File: src/rtl/sel_pkg.sv
// sel_pkg: shared types for the sel_arbiter merge point.
// Build option ARB_FIXED_PRIO_EN (see sel_arbiter.sv) does not change these types.
package sel_pkg;

    // Output register occupancy: IDLE = empty, HOLD = word presented downstream
    typedef enum logic {
        IDLE = 1'b0,
        HOLD = 1'b1
    } arb_state_t;

    // Grant encoding deliberately matches the downstream mux select (1=A, 0=B)
    typedef logic grant_t;

    localparam grant_t SEL_A = 1'b1;
    localparam grant_t SEL_B = 1'b0;

endpackage

File: src/rtl/sel_arbiter_rr_pick.sv
// rr_pick: combinational two-way pick between request A and request B.
// Ties go to the side that did not win last time, unless ARB_FIXED_PRIO_EN
// is defined, in which case A always wins and there is no history input.
module rr_pick
    import sel_pkg::*;
(
`ifndef ARB_FIXED_PRIO_EN
    input  grant_t last,
`endif
    input  logic   a_valid,
    input  logic   b_valid,
    output grant_t grant,
    output logic   any
);

    // Pick a winner; grant is only meaningful when any is high
    always_comb begin
        any   = a_valid || b_valid;
        grant = SEL_B;
        if (a_valid && b_valid) begin
`ifdef ARB_FIXED_PRIO_EN
            grant = SEL_A;
`else
            grant = (last == SEL_A) ? SEL_B : SEL_A;
`endif
        end else if (a_valid) begin
            grant = SEL_A;
        end
    end

endmodule

File: src/rtl/sel_arbiter.sv
// sel_arbiter: merges two valid/ready streams into one registered output word
// plus the mux select s (1=A, 0=B) that chose it.
// Build option: define ARB_FIXED_PRIO_EN for fixed A-first priority (no history
// register); default build alternates ties round-robin, A first after reset.
module sel_arbiter
    import sel_pkg::*;
#(
    parameter int W = 1
) (
    input  logic         clk,
    input  logic         rst,
    input  logic         a_valid,
    input  logic [W-1:0] a_data,
    output logic         a_ready,
    input  logic         b_valid,
    input  logic [W-1:0] b_data,
    output logic         b_ready,
    output logic         o_valid,
    output logic [W-1:0] o_data,
    input  logic         o_ready,
    output logic         s
);

    arb_state_t   state_q, state_d;
    logic         o_valid_q, o_valid_d;
    logic [W-1:0] o_data_q, o_data_d;
    grant_t       s_q, s_d;
    grant_t       grant;
    logic         any;
    logic         load;
    logic         take;

`ifndef ARB_FIXED_PRIO_EN
    grant_t       last_q, last_d;
`endif

    rr_pick u_pick (
`ifndef ARB_FIXED_PRIO_EN
        .last    (last_q),
`endif
        .a_valid (a_valid),
        .b_valid (b_valid),
        .grant   (grant),
        .any     (any)
    );

    // The output slot can be refilled when empty or when its word retires this cycle
    always_comb begin
        load    = (state_q == IDLE) || o_ready;
        take    = !rst && load && any;
        a_ready = take && (grant == SEL_A);
        b_ready = take && (grant == SEL_B);
    end

    // Next-state: load the winner, drain to IDLE, or freeze under backpressure
    always_comb begin
        state_d   = state_q;
        o_valid_d = o_valid_q;
        o_data_d  = o_data_q;
        s_d       = s_q;
`ifndef ARB_FIXED_PRIO_EN
        last_d    = last_q;
`endif
        if (load) begin
            if (any) begin
                state_d   = HOLD;
                o_valid_d = 1'b1;
                o_data_d  = (grant == SEL_A) ? a_data : b_data;
                s_d       = grant;
`ifndef ARB_FIXED_PRIO_EN
                last_d    = grant;
`endif
            end else begin
                // Payload and select keep their old values; only o_valid drops
                state_d   = IDLE;
                o_valid_d = 1'b0;
            end
        end
    end

    // State and output registers; reset discards any held word
    always_ff @(posedge clk) begin
        if (rst) begin
            state_q   <= IDLE;
            o_valid_q <= 1'b0;
            o_data_q  <= '0;
            s_q       <= SEL_B;
`ifndef ARB_FIXED_PRIO_EN
            last_q    <= SEL_B;
`endif
        end else begin
            state_q   <= state_d;
            o_valid_q <= o_valid_d;
            o_data_q  <= o_data_d;
            s_q       <= s_d;
`ifndef ARB_FIXED_PRIO_EN
            last_q    <= last_d;
`endif
        end
    end

    assign o_valid = o_valid_q;
    assign o_data  = o_data_q;
    assign s       = s_q;

endmodule

File: config.mk
export PLATFORM = sky130hd
export DESIGN_NAME = sel_arbiter
export DESIGN_NICKNAME = d
export VERILOG_FILES = /design/src/rtl/sel_pkg.sv /design/src/rtl/sel_arbiter_rr_pick.sv /design/src/rtl/sel_arbiter.sv
export SDC_FILE = /design/constraint.sdc
export NUM_CORES = 1
export LEC_CHECK = 0
export CORE_AREA = 2 2 39 41
export CTS_BUF_LIST = sky130_fd_sc_hd__clkbuf_2 sky130_fd_sc_hd__clkbuf_4 sky130_fd_sc_hd__clkbuf_8
export CTS_CLUSTER_SIZE = 40
export DETAILED_ROUTE_END_ITERATION = 7
export DIE_AREA = 0 0 41 43
export SLEW_MARGIN = 20
export SYNTH_ARGS = -nofsm -noshare
export SYNTH_HDL_FRONTEND = slang
export SYNTH_SLANG_ARGS = --single-unit
File: constraint.sdc
create_clock -name clk -period 2 [get_ports clk]
set_clock_uncertainty 0.15 [all_clocks]
set_input_delay 0.3 -clock clk [delete_from_list [all_inputs] [get_ports clk]]
set_output_delay 0.3 -clock clk [all_outputs]
set_load 0.02 [all_outputs]
# [Yosys cells after proc, flatten, opt, wreduce, memory -nomap -nowiden]
# Cells that the tools add are included.
[word_totals] register_bits=3 in_bits=7 out_inout_bits=5 wordCells=19
[classes] muxes=5 reduce_logical=9 bitwise=2
[ops] op="logical AND 1 bit" count=5
[ops] op="2-to-1 mux 1 bit" count=5
[ops] op="logical OR 1 bit" count=2
[ops] op="NOT 1 bit" count=2
[ops] op="AND reduction 2 bit" count=1
[ops] op="zero test 1 bit" count=1

# [Longest topological paths before layout]
# Gate-level depths: netlist (run 1).
[depth] word_depth=5 depth_mapped=3 depth_no_buf=3

# [By module]
# A second synthesis (run 1) with hierarchy kept.
[hier_totals] hier_cells=17 hier_area_um2=156.4
[by_module_without_submodules] module="sel_arbiter" area_each_um2=142.6 instances=1 cells_per_inst=15 seq_area_each_um2=60.1
[by_module_without_submodules] module="rr_pick" area_each_um2=13.8 instances=1 cells_per_inst=2 seq_area_each_um2=0.0

# [Least setup slack after synthesis (run 1)]
# Ideal clock, no wire load.
[synth_path] path_kind="reg2out" from="register, netlist name o_valid" to="output port a_ready" arrival_time_ps=1203 path_stages_with_launch=4 slack_ps=347 required_ps=1550 n_path_buf=0 path_cell_list="dfxtp_1 nand2b_1 o21ai_0 nor3b_1"
[synth_lines] item="end, declared" line_no="sel_arbiter.sv:14" rtl="output logic a_ready,"

# [Final worst setup path (run 1)]
[layout_path] from="input port o_ready" to="output port a_ready"
[layout_between] elab_chain_len=4
[layout_lines] item="start, declared" line_no="sel_arbiter.sv:20" rtl="input logic o_ready,"
[layout_lines] item="logical OR 1 bit" line_no="sel_arbiter.sv:49" rtl="load = (state_q == IDLE) || o_ready;"
[layout_lines] item="logical AND 1 bit (2 in series)" line_no="sel_arbiter.sv:50" rtl="take = !rst && load && any;"
[layout_lines] item="logical AND 1 bit" line_no="sel_arbiter.sv:51" rtl="a_ready = take && (grant == SEL_A);"
# No other way between the ends.

==> results of run 1 <==
## cell type report
cell class	instances	area (um2)	share of cell area (%)
Timing Repair Buffer	14	123	35.6
Tap cell	16	20.0	5.82
Sequential cell	3	60.1	17.5
Multi-Input combinational cell	14	108	31.3
Inverter	1	3.75	1.09
Clock buffer	4	30.0	8.73
## sequential cells by signal (all words and copies together), names as in the netlist
register / cells
o_valid: 1
o_data: 1
last_q: 1
## how the worst max path moves through the flow
stage                        from  endpoint  slack [ns]  cells past startpoint
after CTS                 o_ready   b_ready       0.005                      5
after global placement    o_ready   a_ready       -0.36                      5
final                     o_ready   a_ready        0.16                      5
after floorplan           o_valid   a_ready        0.35                      3
after global routing      o_ready   a_ready        0.04                      5
after detailed placement  o_ready   a_ready       -0.37                      5
## per-stage QoR
step / instance area, um2 / power (uW) / hold WS [ns] / setup TNS (ns) / utilization [%]
2_1_floorplan: 171 / 96.5 / 0.216 / 0 / -
3_3_place_gp: 324 / 133 / 0.293 / -0.646 / 23.4
3_5_place_dp: 324 / 134 / 0.306 / -0.670 / 23.4
4_1_cts: 349 / 256 / 0.311 / 0 / 25.2
5_1_grt: 344 / 263 / 0.324 / 0 / 24.9
6_report: 344 / 248 / 0.305 / 0 / 24.9
## cell families (layout without fill, tap and decap cells)
group | Yosys count | after routing | synth area share [%]
AND/OR/NAND/NOR | 7 | 7 | 27.0
buffers and inverters | 1 | 19 | 2.19
AO/OA/AOI/OAI | 7 | 7 | 35.8
flip-flops | 3 | 3 | 35.0
## power by group
| group | switching (uW) | internal (uW) | leakage (uW) |
|---|---|---|---|
| sequential | 3.55 | 65.1 | 0.0000250 |
| clock | 29.8 | 88.1 | 0.0000184 |
| combinational | 26.5 | 34.9 | 0.0000961 |
| total | 59.9 | 188 | 0.000139 |
## Yosys cell counts
cell | count | area [um2]
dfxtp_1 | 3 | 60.1
a21oi_1 | 2 | 10.0
o21ai_0 | 2 | 10.0
a211oi_1 | 1 | 7.51
a21boi_4 | 1 | 18.8
a221oi_2 | 1 | 15.0
and2b_1 | 1 | 7.51
inv_1 | 1 | 3.75
nand2b_1 | 1 | 6.26
nand2b_2 | 1 | 8.76
nand3b_1 | 1 | 7.51
nor2_1 | 1 | 3.75
nor3_1 | 1 | 5.00
nor3b_1 | 1 | 7.51
## layer usage
layer / up-vias / part of all wire, %
met2: 6 / 49
met3: 0 / 11
met5: - / 0
met4: 0 / 0
li1: 101 / -
met1: 89 / 40
## timing repair
action	CTS	global route
gates resized for setup	7	3
pin swaps	0	1
setup endpoints to repair	2	2
## cells in the final DEF, fill, tap and decap left out, types with 2 or more instances in the layout
cell type | Yosys | routed
clkdlybuf4s50_1 | 0 | 9
dfxtp_1 | 3 | 3
a21oi_1 | 2 | 2
clkbuf_4 | 0 | 4
buf_4 | 0 | 3
## critical path: stages
cell and delay [ns]:
clkdlybuf4s50_1 0.47, nand2b_1 0.14, o21ai_1 0.11, nor3b_1 0.18, buf_2 0.19
==> impl_metrics.csv, run 1 <==
group,metric,value,unit
run_status,status,"complete, no violations",
timing,setup_slack,0.160,ns
clock_tree,cts.sinks,3,
route,ant_nets,0,
timing,setup_viol,0,
floorplan,io_pins,12,
placed_design,place_congestion,0.724,
floorplan,dieArea,0.00176,mm2
timing,fin_crit,1.84,ns
critical_path,rrSetupSlack,0.76,ns
floorplan,num_rows,14,
global_routing,gr-usage-all-layers,6.62,%
yosys,syn_area,171,um2
timing,drv_slew,0,
clock_tree,cts-root-buf,"clkbuf_4",
route,viasPerCell,3.77,
route,drt_iter0_drc,2,
yosys,syn_inst,18,
floorplan,die_h,43,um
yosys,synth_area_per_cell,9.52,um2
route,totalWireLength,442,um
floorplan,core,0.00138,mm2
yosys,ys_seq_elements,3,
finish,nFillCells,152,
global_routing,grt-busiest-layer,"met2",
timing,max_freq,543,MHz
global_routing,grt_start_max_net_pins,5,
floorplan,start_util,12.4,%
critical_path,endpoint_kind,"output pin",
timing,fin_crit_sh,92.0,%
placed_design,port_buffers,11,
floorplan,die_w,41,um
clock_tree,numCtsBuffers,3,
critical_path,worstReg2RegEnd,"o_data",
route,dr.pass1.iters,2,
finish,final_nets,44,
clock_tree,cts_buffer_depth,2,
global_routing,antenna_found_initial,0,
global_routing,use_met1,5.13,%
worst_hold_path,holdCritStartpoint,"o_data",
yosys,synth_nets,25,
power_and_ir_drop,power.density,721,mW/mm2
global_routing,grt_overflow,0,
clock_tree,h-tree-depth,1,
power_and_ir_drop,ir_worst_vdd,0.000206,V
timing,slew_headroom,83.1,%
timing,hold_violations,0,
global_routing,grt_pass1_wl,690,um
timing,worst_pin_slew,0.252,ns
timing,rsz0062_at_grt,"no",
finish,area_growth_syn_to_layout,101,%
yosys,ys_seq_area_share,35.0,%
clock_tree,cts_tree,"built",
critical_path,worst_ep_required_time,1.55,ns
global_routing,use_met3,6.28,%
yosys,ys_types,14,
clock_tree,clkTransAtPathRegs,0.04,ns
clock_tree,clkLatencyLatePin,0.23,ns
placed_design,post-place-ws,-0.374,ns
finish,final_cells,52,
global_routing,global_route.usage.met2,9.06,%
global_routing,first_global_vias,187,
clock_tree,cts_hold_buf,0,
route,vias,196,
finish,drive_gt1_share,33.3,%
route,wl_per_cell,8.50,um
critical_path,crit_fanout,3,
worst_hold_path,hold-path-cell-count,2,
yosys,yosysWarnings,0,
placed_design,numPlacedInstances,48,
worst_hold_path,hold_path.class,"reg2reg",
critical_path,reg2reg_depth,4,
finish,n_antenna_cell,0,
power_and_ir_drop,leakage,0.000139,uW
critical_path,path_class,"in2out",
critical_path,cp.arrival,1.39,ns
job,cap_violations,0,
critical_path,start_kind,"input pin",
route,drc,0,
clock_tree,postCtsSetupBuffers,0,
critical_path,r2r_start,"last_q",
worst_hold_path,hold_end,"o_data",
(Power assumes the default switching activity.)
==> run 2, diff against run 1 <==
Settings changed: CAP_MARGIN set to 20, CTS_BUF_LIST sky130_fd_sc_hd__clkbuf_2 sky130_fd_sc_hd__clkbuf_4 sky130_fd_sc_hd__clkbuf_8 to unset.
==> run 2 against run 1 <==
Effect of this change:
- setup slack better by 0.0031 ns
- critical path depth is the same
- sequential cell count unchanged
- worst hold slack is essentially flat
- sequential power about the same
- largest cell class unchanged
==> impl_metrics.csv, run 2 (synthesis gave the netlist of run 1 again) <==
group,metric,value,unit
clock_tree,clkLatencyLatePin,0.23,ns
timing,setup_slack,0.163,ns
worst_hold_path,hold_end,"o_data",
worst_hold_path,hold-path-cell-count,2,
global_routing,gr-usage-all-layers,6.62,%
power_and_ir_drop,power.internal,174,uW
placed_design,place_congestion,0.724,
clock_tree,clkTransAtPathRegs,0.03,ns
clock_tree,cts_buffer_depth,2,
finish,postLayoutCoreUtil,24.6,%
finish,final_common_cell,"clkdlybuf4s50_1",
clock_tree,cts_hold_buf,0,
timing,fin_crit,1.84,ns
route,drc,0,
critical_path,worst_ep_required_time,1.55,ns
clock_tree,h-tree-depth,1,
critical_path,crit_chain,"clkdlybuf4s50_1, nand2b_1, o21ai_1, nor3b_1, buf_2",
route,drt_iter0_drc,2,
timing,slew_headroom,83.1,%
run_status,status,"complete, no violations",
timing,max_freq,544,MHz
timing,setup_viol,0,
critical_path,slowest_delay,0.46,ns
timing,hold_violations,0,
timing,worst_pin_slew,0.252,ns
power_and_ir_drop,leakage,0.000136,uW
critical_path,worstReg2RegEnd,"o_data",
finish,final_cells,52,
power_and_ir_drop,power.density,683,mW/mm2
critical_path,cpMaxStageDelayCell,"clkdlybuf4s50_1",
global_routing,use_met3,6.28,%
critical_path,endpoint_kind,"output pin",
timing,rsz0062_at_grt,"no",
critical_path,crit_family,"buffers and inverters",
timing,drv_slew,0,
global_routing,first_global_vias,187,
floorplan,core,0.00138,mm2
placed_design,numPlacedInstances,48,
timing,fin_crit_sh,91.8,%
power_and_ir_drop,clkPwrFrac,44.1,%
critical_path,cp.arrival,1.39,ns
critical_path,rrSetupSlack,0.76,ns
critical_path,reg2reg_depth,4,
power_and_ir_drop,ir_worst_vdd,0.000206,V
route,ant_nets,0,
global_routing,grt_overflow,0,
finish,final_nets,44,
floorplan,die_w,41,um
clock_tree,cts_tree,"built",
route,dr.pass1.iters,2,
global_routing,grt-busiest-layer,"met2",
floorplan,dieArea,0.00176,mm2
timing,tns,0,ns
placed_design,port_buffers,11,
finish,area_growth_syn_to_layout,98.5,%
finish,drive_gt1_share,30.6,%
critical_path,start_kind,"input pin",
route,totalWireLength,433,um
power_and_ir_drop,switchingPower,57.9,uW
power_and_ir_drop,power_frac_comb,26.4,%
clock_tree,postCtsSetupBuffers,0,
critical_path,cp_num_buf_inv,2,
power_and_ir_drop,swShare,24.9,%
clock_tree,cts.sinks,3,
critical_path,path_class,"in2out",
route,vias,190,
route,viasPerCell,3.65,
clock_tree,numCtsBuffers,3,
floorplan,start_util,12.4,%
global_routing,antenna_found_initial,0,
global_routing,global_route.usage.met2,9.06,%
worst_hold_path,hold_path.class,"reg2reg",
placed_design,post-place-ws,-0.374,ns
finish,layout_common_cells,"clkdlybuf4s50_1 (9), clkbuf_4 (3), dfxtp_1 (3), buf_4 (3), a21oi_1 (2)",
worst_hold_path,holdCritStartpoint,"o_data",
global_routing,grt_start_max_net_pins,5,
route,wl_per_cell,8.33,um
floorplan,io_pins,12,
global_routing,use_met1,5.13,%
critical_path,r2r_start,"last_q",
global_routing,grt_pass1_wl,690,um
finish,n_antenna_cell,0,
floorplan,num_rows,14,
clock_tree,cts-root-buf,"clkbuf_4",
critical_path,crit_fanout,3,
floorplan,die_h,43,um
job,cap_violations,0,
power_and_ir_drop,p_seq_share,29.5,%
==> run 2: cell count changes in the layout (fill, tap and decap cells not counted) <==
cell and change:
clkbuf_1 +1, clkbuf_4 -1
==> run 2: worst max-delay path by stage <==
stage / start / to / slack [ns] / cells after the start
after floorplan: o_valid / a_ready / 0.35 / 3
after global placement: o_ready / a_ready / -0.36 / 5
after detailed placement: o_ready / a_ready / -0.37 / 5
after CTS: o_ready / b_ready / 0.005 / 5
after global routing: o_ready / a_ready / 0.04 / 5
final: o_ready / a_ready / 0.16 / 5
==> run 2: power by group through the flow <==
stage	Clock [uW]	Combinational (uW)	Sequential (uW)
floorplan	0	21.5	75.0
global placement	0	63.7	69.6
detailed placement	0	64.1	69.7
CTS	108	62.7	68.9
global route	113	66.4	69.2
finish	102	61.4	68.6
==> run 2: layout make-up <==
| type | count | area (um2) |
|---|---|---|
| clock buffers | 4 | 26.3 |
| fillers | 153 | 1040 |
| inverters | 1 | 3.75 |
| multi-input cells | 14 | 108 |
| flip-flops and latches | 3 | 60.1 |
| well taps | 16 | 20.0 |
| repair buffers | 14 | 123 |
==> run 2: what timing repair did <==
item,in CTS,in global routing
endpoints found under the setup margin,2,2
gates resized for setup,7,3
pin swaps,0,1
==> run 2: metrics by stage <==
stage	power [uW]	instance area, um2	hold slack [ns]
after floorplan	96.5	171	0.216
after global placement	133	324	0.293
after detailed placement	134	324	0.306
after CTS	239	345	0.311
after global routing	249	340	0.324
final	232	340	0.305
==> run 2: worst register-to-register path, stage by stage, from the launching register on <==
cell      delay [ns]
dfxtp_1         0.39
a21boi_4        0.08
buf_4           0.14
a211oi_1        0.27
a221oi_2        0.09
==> run 2: metal layers <==
| layer | share of wire [%] | vias to the layer above | routed length, um |
|---|---|---|---|
| met5 | 0 | - | 0 |
| met4 | 0 | 0 | 0 |
| met3 | 11 | 0 | 47 |
| met2 | 49 | 6 | 212 |
| met1 | 40 | 83 | 172 |
| li1 | - | 101 | - |
